[src/rtl/control_sequencer_if.sv]
// rtl/control_sequencer_if.sv - opcode input, control outputs and state status of the control sequencer
interface control_sequencer_if;
  // opcode from the instruction register upper nibble
  logic [3:0] ToInstr;

  // fetch / memory controls
  logic       EnablePC;
  logic       IncrementPC;
  logic       LatchMAR;
  logic       EnableRAM;

  // instruction register controls
  logic       LatchInstrReg;
  logic       EnableInstrReg;

  // datapath controls
  logic       LatchAccA;
  logic       EnableAccA;
  logic       LatchRegB;
  logic       EnableALU;
  logic       Subtract;
  logic       LatchOut;

  // status
  logic [2:0] TState;
  logic       Halted;

  // sequencer side: consumes the opcode, drives controls and status
  modport master (
    input  ToInstr,
    output EnablePC, IncrementPC, LatchMAR, EnableRAM,
    output LatchInstrReg, EnableInstrReg,
    output LatchAccA, EnableAccA, LatchRegB, EnableALU, Subtract, LatchOut,
    output TState, Halted
  );

  // datapath side: supplies the opcode, receives controls and status
  modport slave (
    output ToInstr,
    input  EnablePC, IncrementPC, LatchMAR, EnableRAM,
    input  LatchInstrReg, EnableInstrReg,
    input  LatchAccA, EnableAccA, LatchRegB, EnableALU, Subtract, LatchOut,
    input  TState, Halted
  );
endinterface

[src/rtl/control_sequencer.sv]
// rtl/control_sequencer.sv - T1..T6 ring-counter control sequencer with HALT; SEQ_EARLY_END_EN enables early return to T1
module control_sequencer #(
  parameter logic [3:0] OUT_OP = 4'b1110,
  parameter logic [3:0] HLT_OP = 4'b1111
) (
  input  logic MainClock,
  input  logic ClearSeq,
  control_sequencer_if.master bus
);

  // TState encoding doubles as the state encoding: 1..6 = T1..T6, 0 = HALT
  localparam logic [2:0] ST_HALT = 3'd0;
  localparam logic [2:0] ST_T1   = 3'd1;
  localparam logic [2:0] ST_T2   = 3'd2;
  localparam logic [2:0] ST_T3   = 3'd3;
  localparam logic [2:0] ST_T4   = 3'd4;
  localparam logic [2:0] ST_T5   = 3'd5;
  localparam logic [2:0] ST_T6   = 3'd6;

  localparam logic [3:0] LDA_OP = 4'b0000;
  localparam logic [3:0] ADD_OP = 4'b0001;
  localparam logic [3:0] SUB_OP = 4'b0010;

  logic [2:0] state_q;
  logic [2:0] state_d;

  logic is_hlt;
  logic is_out;
  logic is_lda;
  logic is_add;
  logic is_sub;
  logic early_end_t4;
  logic early_end_t5;

  // HLT and OUT take priority so a parameter override colliding with a
  // fixed opcode still gives one unambiguous decode
  assign is_hlt = (bus.ToInstr == HLT_OP);
  assign is_out = !is_hlt && (bus.ToInstr == OUT_OP);
  assign is_lda = !is_hlt && !is_out && (bus.ToInstr == LDA_OP);
  assign is_add = !is_hlt && !is_out && (bus.ToInstr == ADD_OP);
  assign is_sub = !is_hlt && !is_out && (bus.ToInstr == SUB_OP);

`ifdef SEQ_EARLY_END_EN
  // OUT and NOP have nothing left to do after T4, LDA after T5
  assign early_end_t4 = is_out || !(is_hlt || is_out || is_lda || is_add || is_sub);
  assign early_end_t5 = is_lda;
`else
  // every non-HLT instruction walks all six states
  assign early_end_t4 = 1'b0;
  assign early_end_t5 = 1'b0;
`endif

  // state register: ClearSeq forces T1 immediately, independent of the clock
  always_ff @(posedge MainClock or posedge ClearSeq) begin
    if (ClearSeq) begin
      state_q <= ST_T1;
    end else begin
      state_q <= state_d;
    end
  end

  // next state: ring T1..T6, HLT exits to HALT from T4, HALT is absorbing
  always_comb begin
    state_d = state_q;
    case (state_q)
      ST_T1:   state_d = ST_T2;
      ST_T2:   state_d = ST_T3;
      ST_T3:   state_d = ST_T4;
      ST_T4: begin
        if (is_hlt) begin
          state_d = ST_HALT;
        end else if (early_end_t4) begin
          state_d = ST_T1;
        end else begin
          state_d = ST_T5;
        end
      end
      ST_T5: begin
        if (early_end_t5) begin
          state_d = ST_T1;
        end else begin
          state_d = ST_T6;
        end
      end
      ST_T6:   state_d = ST_T1;
      ST_HALT: state_d = ST_HALT;
      default: state_d = ST_T1;
    endcase
  end

  // output decode: controls are a pure function of state and opcode,
  // forced quiet while ClearSeq is held so nothing latches during reset
  always_comb begin
    bus.EnablePC       = 1'b0;
    bus.IncrementPC    = 1'b0;
    bus.LatchMAR       = 1'b0;
    bus.EnableRAM      = 1'b0;
    bus.LatchInstrReg  = 1'b0;
    bus.EnableInstrReg = 1'b0;
    bus.LatchAccA      = 1'b0;
    bus.EnableAccA     = 1'b0;
    bus.LatchRegB      = 1'b0;
    bus.EnableALU      = 1'b0;
    bus.Subtract       = 1'b0;
    bus.LatchOut       = 1'b0;
    bus.TState         = state_q;
    bus.Halted         = (state_q == ST_HALT);

    if (ClearSeq) begin
      bus.TState = ST_T1;
      bus.Halted = 1'b0;
    end else begin
      case (state_q)
        ST_T1: begin
          bus.EnablePC = 1'b1;
          bus.LatchMAR = 1'b1;
        end
        ST_T2: begin
          bus.IncrementPC = 1'b1;
        end
        ST_T3: begin
          bus.EnableRAM     = 1'b1;
          bus.LatchInstrReg = 1'b1;
        end
        ST_T4: begin
          if (is_lda || is_add || is_sub) begin
            bus.EnableInstrReg = 1'b1;
            bus.LatchMAR       = 1'b1;
          end else if (is_out) begin
            bus.EnableAccA = 1'b1;
            bus.LatchOut   = 1'b1;
          end
        end
        ST_T5: begin
          if (is_lda) begin
            bus.EnableRAM = 1'b1;
            bus.LatchAccA = 1'b1;
          end else if (is_add || is_sub) begin
            bus.EnableRAM = 1'b1;
            bus.LatchRegB = 1'b1;
          end
        end
        ST_T6: begin
          if (is_add || is_sub) begin
            bus.EnableALU = 1'b1;
            bus.LatchAccA = 1'b1;
            bus.Subtract  = is_sub;
          end
        end
        default: begin
        end
      endcase
    end
  end

endmodule
[src/flat_wrapper.sv]
// flat-port wrapper written by rule: the top's interface ports become plain ports
module control_sequencer_flat 
#(
  parameter logic [3:0] OUT_OP = 4'b1110,
  parameter logic [3:0] HLT_OP = 4'b1111
)
  (MainClock, ClearSeq, bus_ToInstr, bus_EnablePC, bus_IncrementPC, bus_LatchMAR, bus_EnableRAM, bus_LatchInstrReg, bus_EnableInstrReg, bus_LatchAccA, bus_EnableAccA, bus_LatchRegB, bus_EnableALU, bus_Subtract, bus_LatchOut, bus_TState, bus_Halted);
  control_sequencer_if bus_i ();
  input  logic MainClock;
  input  logic ClearSeq;
  input wire logic [$bits(bus_i.ToInstr)-1:0] bus_ToInstr;
  output wire logic [$bits(bus_i.EnablePC)-1:0] bus_EnablePC;
  output wire logic [$bits(bus_i.IncrementPC)-1:0] bus_IncrementPC;
  output wire logic [$bits(bus_i.LatchMAR)-1:0] bus_LatchMAR;
  output wire logic [$bits(bus_i.EnableRAM)-1:0] bus_EnableRAM;
  output wire logic [$bits(bus_i.LatchInstrReg)-1:0] bus_LatchInstrReg;
  output wire logic [$bits(bus_i.EnableInstrReg)-1:0] bus_EnableInstrReg;
  output wire logic [$bits(bus_i.LatchAccA)-1:0] bus_LatchAccA;
  output wire logic [$bits(bus_i.EnableAccA)-1:0] bus_EnableAccA;
  output wire logic [$bits(bus_i.LatchRegB)-1:0] bus_LatchRegB;
  output wire logic [$bits(bus_i.EnableALU)-1:0] bus_EnableALU;
  output wire logic [$bits(bus_i.Subtract)-1:0] bus_Subtract;
  output wire logic [$bits(bus_i.LatchOut)-1:0] bus_LatchOut;
  output wire logic [$bits(bus_i.TState)-1:0] bus_TState;
  output wire logic [$bits(bus_i.Halted)-1:0] bus_Halted;
  assign bus_i.ToInstr = bus_ToInstr;
  assign bus_EnablePC = bus_i.EnablePC;
  assign bus_IncrementPC = bus_i.IncrementPC;
  assign bus_LatchMAR = bus_i.LatchMAR;
  assign bus_EnableRAM = bus_i.EnableRAM;
  assign bus_LatchInstrReg = bus_i.LatchInstrReg;
  assign bus_EnableInstrReg = bus_i.EnableInstrReg;
  assign bus_LatchAccA = bus_i.LatchAccA;
  assign bus_EnableAccA = bus_i.EnableAccA;
  assign bus_LatchRegB = bus_i.LatchRegB;
  assign bus_EnableALU = bus_i.EnableALU;
  assign bus_Subtract = bus_i.Subtract;
  assign bus_LatchOut = bus_i.LatchOut;
  assign bus_TState = bus_i.TState;
  assign bus_Halted = bus_i.Halted;
  control_sequencer #(.OUT_OP(OUT_OP), .HLT_OP(HLT_OP)) u_core (.MainClock(MainClock), .ClearSeq(ClearSeq), .bus(bus_i));
endmodule
[config.mk]
export PLATFORM = sky130hd
export DESIGN_NAME = control_sequencer_flat
export DESIGN_NICKNAME = d
export VERILOG_FILES = /design/src/rtl/control_sequencer_if.sv /design/src/rtl/control_sequencer.sv /design/src/flat_wrapper.sv
export SDC_FILE = /design/constraint.sdc
export NUM_CORES = 1
export LEC_CHECK = 0
export ABC_AREA = 1
export CAP_MARGIN = 10
export CORE_AREA = 5 5 42 44
export CTS_BUF_LIST = sky130_fd_sc_hd__clkbuf_4
export CTS_CLUSTER_SIZE = 8
export DETAILED_ROUTE_END_ITERATION = 8
export DIE_AREA = 0 0 47 49
export PLACE_DENSITY_LB_ADDON = 0.25
export REMOVE_ABC_BUFFERS = 1
export SLEW_MARGIN = 20
export SYNTH_ARGS = -nofsm -noshare
export SYNTH_HDL_FRONTEND = slang
export SYNTH_SLANG_ARGS = --single-unit
[constraint.sdc]
create_clock -name MainClock -period 1.5 [get_ports MainClock]
set_clock_uncertainty 0.15 [all_clocks]
set_input_delay 0.225 -clock MainClock [delete_from_list [all_inputs] [get_ports MainClock]]
set_output_delay 0.225 -clock MainClock [all_outputs]
set_load 0.1 [all_outputs]
==> results.txt <==
status - finished, violations left
failing checks - negative setup slack
number of buffers created by CTS - 3
H-tree depth - 1
Starting Density - 0.246
Syn Inst Count - 64
Placed Cells incl. Taps - 110
router iterations before antenna repair - 4
Final setup viols - 16
CTS tree - yes
Syn Area/Cell - 5.38 sq um
detailed placement HPWL - 1.01 mm
Top delay family on crit path - flip-flops
vias - 533
WS Path Type - flop to output port
WL final - 1.47 mm
Core Util, Final - 0.713
Final ANT Viol Nets - 0
DR DRC count - 0
Port Buffer Count - 21
vias in the first global route - 570
Min Hold Slack - 96.5 ps
Tmin final - 1770 ps
GR Overflow Total - 0
largest net degree at the start of global routing - 7
Die Ht - 49 um
worst path required time - 1120 ps
Diodes inserted - 0
CORE AREA - 1400 sq um
Synth Register Bits - 3
CP arrival - 1400 ps
gpl congestion - 0.783
Clk Latency, worst-skew pair - 230 ps
share of layout cells above drive strength 1 - 0.731
setup tns final - -2730 ps
Worst Tran Pin Value - 284 ps
crit-path max FO - 4
RSZ-0062 raised after global routing - yes
min-delay worst type - primary input to async pin
Total Routing Usage GR - 0.139
die area - 2300 sq um
WL per Instance - 12.3 um
initial detailed-routing violation count - 11
Post-Layout Cell Count - 120
CP bufs+invs - 3
PwrDens - 1790 nW/um^2
count of final hold-check violations - 0
FMAX - 564 MHz
crit start category - flop
CTS clk-pin slew, worst paths - 40 ps
fin. max-slew vios - 0
Slew HR - 0.811
Max IR drop VDD - 1.24 mV
Layout Area Growth over Synthesis - 191%
initial antenna violation count - 0
Critical Path Sink Type - output port
# IOs - 22
Largest regs - u_core.state_q: 3 flops
Synth cell types - 14
vias per inst - 4.44
CTS Hold Bufs - 0
sequential fraction of the synthesis area - 0.222
YS warnings - 0
maximum clock path buffer count - 2
Slowest-stage cell, CP - dfrtp_2
Nets - 111
CP max stage delay - 430 ps
max cap viols - 0
Critical Path, Cell by Cell - inv_2 > nand2_2 > nor2_2 > nand2_1 > nor2_1 > buf_4 > buf_12
Lkg Pwr - 0.494 nW
pre-CTS WS - -314 ps
Row Count - 14
Netlist Area Pre-Place - 344 sq um
max FFs per register - 3
Sink Count - 3
first-pass GRT wire length - 2.37 mm
root buf cell - clkbuf_4
setup slack after layout - -273 ps
Biggest register - u_core.state_q
fin crit share - 1.18
chip width - 47 um
-- power breakdown --
group,internal (W),switching [W]
clock network,0.000118,0.0000403
logic,0.000567,0.000871
registers,0.000134,0.0000588
total,0.000818,0.000970
-- cell type report --
class	instances	area [sq um]
clock buffers	4	30.0
multi-input cells	44	314
fillers	105	402
repair buffers	37	497
inverters	16	60.1
flip-flops and latches	3	78.8
well taps	16	20.0
-- kinds of logic after synthesis --
logic type	count (synthesis)	share of synthesized area
AND/OR/NAND/NOR	42	0.542
buffers and inverters	17	0.196
flip-flops	3	0.222
AO/OA/AOI/OAI	2	0.0400
-- what timing repair did --
| item | in CTS | in global routing |
|---|---|---|
| endpoints found under the setup margin | 16 | 16 |
| gates resized for setup | 29 | 22 |
| hold endpoints to repair | 0 | 0 |
| pin swaps | 9 | 4 |
| buffers inserted | 4 | 4 |
-- per-layer routing --
metal	track usage	wire length, um	vias up
met1	0.156	524	244
met3	0.0332	75	2
met4	0.0415	17	0
li1	-	-	265
met2	0.244	856	22
met5	0	0	-
-- cell usage after synthesis (all sizes together) --
master  instances  area share
buf             1       0.022
dfrtp           2        0.15
dfstp           1       0.076
inv            16        0.17
nand2          22        0.25
nand3           3       0.044
nand3b          1       0.022
nor2           15        0.19
nor3b           1       0.036
o21ai           2       0.040
-- worst register-to-register path: stages (launching register included) --
cell and delay [ps]:
dfstp_2 560, nand2_2 100, buf_4 150, buf_4 120, o21ai_0 60
-- through the flow --
step	total power, W	cell area, sq um
3_5_place_dp	0.00127	802
3_3_place_gp	0.00126	802
5_1_grt	0.00187	1000
2_1_floorplan	0.000820	337
4_1_cts	0.00157	927
6_report	0.00179	1000
-- path summary, 6_finish.rpt --
kind / start / end / slack (ps) / cells after the start
worst max register to register: u_core.state_q[0] / u_core.state_q[1] / 280 / 4
worst max-delay path: u_core.state_q[1] / bus_LatchOut / -270 / 7
worst min register to register: u_core.state_q[2] / u_core.state_q[1] / 420 / 1
min in group MainClock: u_core.state_q[2] / u_core.state_q[1] / 420 / 1
worst min-delay path: ClearSeq / u_core.state_q[1] / 100 / 3
max in group asynchronous: ClearSeq / u_core.state_q[0] / 910 / 3
-- placed cells by master (no fill, tap or decap), drive strengths merged --
cell type / instances
clkbuf: 4
nand3b: 1
dlygate4sd2: 4
dfrtp: 2
clkdlybuf4s15: 1
nor3b: 1
inv: 16
nor2: 15
nand2: 22
dfstp: 1
nand3: 3
o21ai: 2
buf: 32
Power figures use the tool's default switching activity.
==> RTL change 1, RTL diff (same settings) <==
Build with the macro `SEQ_EARLY_END_EN` defined.
--- a/src/rtl/control_sequencer.sv
+++ b/src/rtl/control_sequencer.sv
@@ -1,2 +1,4 @@
 // rtl/control_sequencer.sv - T1..T6 ring-counter control sequencer with HALT; SEQ_EARLY_END_EN enables early return to T1
+`define SEQ_EARLY_END_EN
+
 module control_sequencer #(
Check against the original RTL: not equivalent (Yosys sat finds a counterexample within 10 cycles, from zero or initial values).
==> RTL change 1 against the original RTL <==
The run still ends with negative setup slack left. Routed wire length grew 16%. Sequential cell count is the same. Synthesized area grew 9.5%. Cell count grew 9.2%. Die area is the same. Cell area grew 9.9%. Non-clock buffer count grew 10. Hold slack lost 0.025 ns. Power grew 10%. Synthesized cell count grew 1.6%. Worst setup slack lost 0.027 ns. Via count grew 14%. Combinational power grew 12%. Critical path depth shrank 2. Critical endpoint is now bus_LatchRegB. Highest routed layer unchanged.
==> RTL change 1: results (changes against the original RTL) <==
status complete, but fails checks; violated checks negative setup slack; Nets 122 (+9.9%); Synth Flop Type dfrtp_1; Final Worst Setup Slack -0.300 ns (-0.0270 ns); Worst-Margin Slew 0.231 ns (-0.0530 ns); clock latency on the worst-skew pair 0.23 ns (about the same); post-synth cell types 15 (+1); cell-internal power 0.878 mW (+7.3%); Port Buffers 21 (unchanged); Synthesis Warnings 0 (unchanged); pin count of the biggest net entering global routing 6 (-1); CP Data Arrival Time 1.43 ns (+0.03 ns); Sw Pwr 1.09 mW (+12%); met2 usage 0.303 (+0.0588); Peak supply drop 0.000931 V (-25%); share of cells above drive strength 1 0.722 (-0.00903); gpl congestion 0.788 (+0.72%); initial antenna violation count 0 (unchanged); Detailed Route Iter0 Violations 6 (-5); Slowest-stage cell, CP dfstp_2; top cells by count, synth 16 x nand2_1, 12 x nor2_1, 8 x nand3_1; CTS Root Cell clkbuf_4; Final Setup Violations 15 (-1); first-pass GRT wire length 3060 um (+29%); Regs by FF count u_core.state_q: 3 flops; ANT cells 0 (unchanged); Post-CTS Setup Repair Bufs 10 (+6); main area contributors after synthesis nand2_1 16%, dfrtp_1 13%, nor2_1 12%; crit-path max cell delay 0.59 ns (+0.16 ns); M1 GR Usage 0.202 (+0.0458); via count 606 (+14%); total track usage 0.177 (+0.0379); Pleak 0.531 nW (+7.6%); met3 GRT Util 0.0406 (+0.00738); pre-CTS WS -0.337 ns (-0.0225 ns); final WL 1710 um (+16%); CP max FO 4 (unchanged); Seq/Total Area, Yosys 0.203 (-0.0192); post-CTS sizing 34 (+17%); Filler cells 85 (-19%); DP HPWL 987 um (-2.4%); vias in the first global route 702 (+23%)
RTL change 1: changes by cell type after synthesis:
cell      unedited run  this run
o22ai_2              0         1
nor3_2               0         1
nand2_2              2         4
nand3_1              3         8
nor3b_2              1         0
nand2_1             20        16
nor2_4               0         2
inv_2                2         5
nand3b_1             1         0
inv_1               14         7
RTL change 1: area by class of cell:
type                    count  area share
clock buffers               4      0.0273
multi-input cells          49       0.320
inverters                  12      0.0478
repair buffers             47       0.516
well taps                  16      0.0182
flip-flops and latches      3      0.0706
RTL change 1: final timing paths:
path,start,endpoint,slack (ns),cells after the start
setup / recovery,u_core.state_q[0],bus_LatchRegB,-0.30,5
hold reg to reg,u_core.state_q[2],u_core.state_q[0],0.60,3
setup reg to reg,u_core.state_q[1],u_core.state_q[1],0.03,8
hold / removal,ClearSeq,u_core.state_q[2],0.07,3
max in group asynchronous,ClearSeq,u_core.state_q[0],0.94,3
min in group MainClock,bus_ToInstr[3],u_core.state_q[0],0.49,7
RTL change 1: layer usage:
layer | share of wire | vias up
met4 | 0.022 | 0
met1 | 0.37 | 279
li1 | - | 297
met2 | 0.55 | 24
met5 | 0 | -
met3 | 0.054 | 6
RTL change 1: logic make-up (layout without fill, tap and decap cells):
kind of cell | after synthesis | after routing | share of synthesized area
simple gates | 46 | 46 | 0.588
buf+inv | 13 | 63 | 0.140
compound gates | 3 | 3 | 0.0698
flops | 3 | 3 | 0.203
RTL change 1: per-stage QoR:
step           cells  utilization  area, sq um  TNS [ns]
5_1_grt          131        0.784         1100     -4.06
3_5_place_dp     115        0.617          865     -4.11
3_3_place_gp     115        0.617          865     -4.20
4_1_cts          129        0.759         1060     -3.07
2_1_floorplan     64            -          369    -14.43
6_report         131        0.784         1100     -3.34
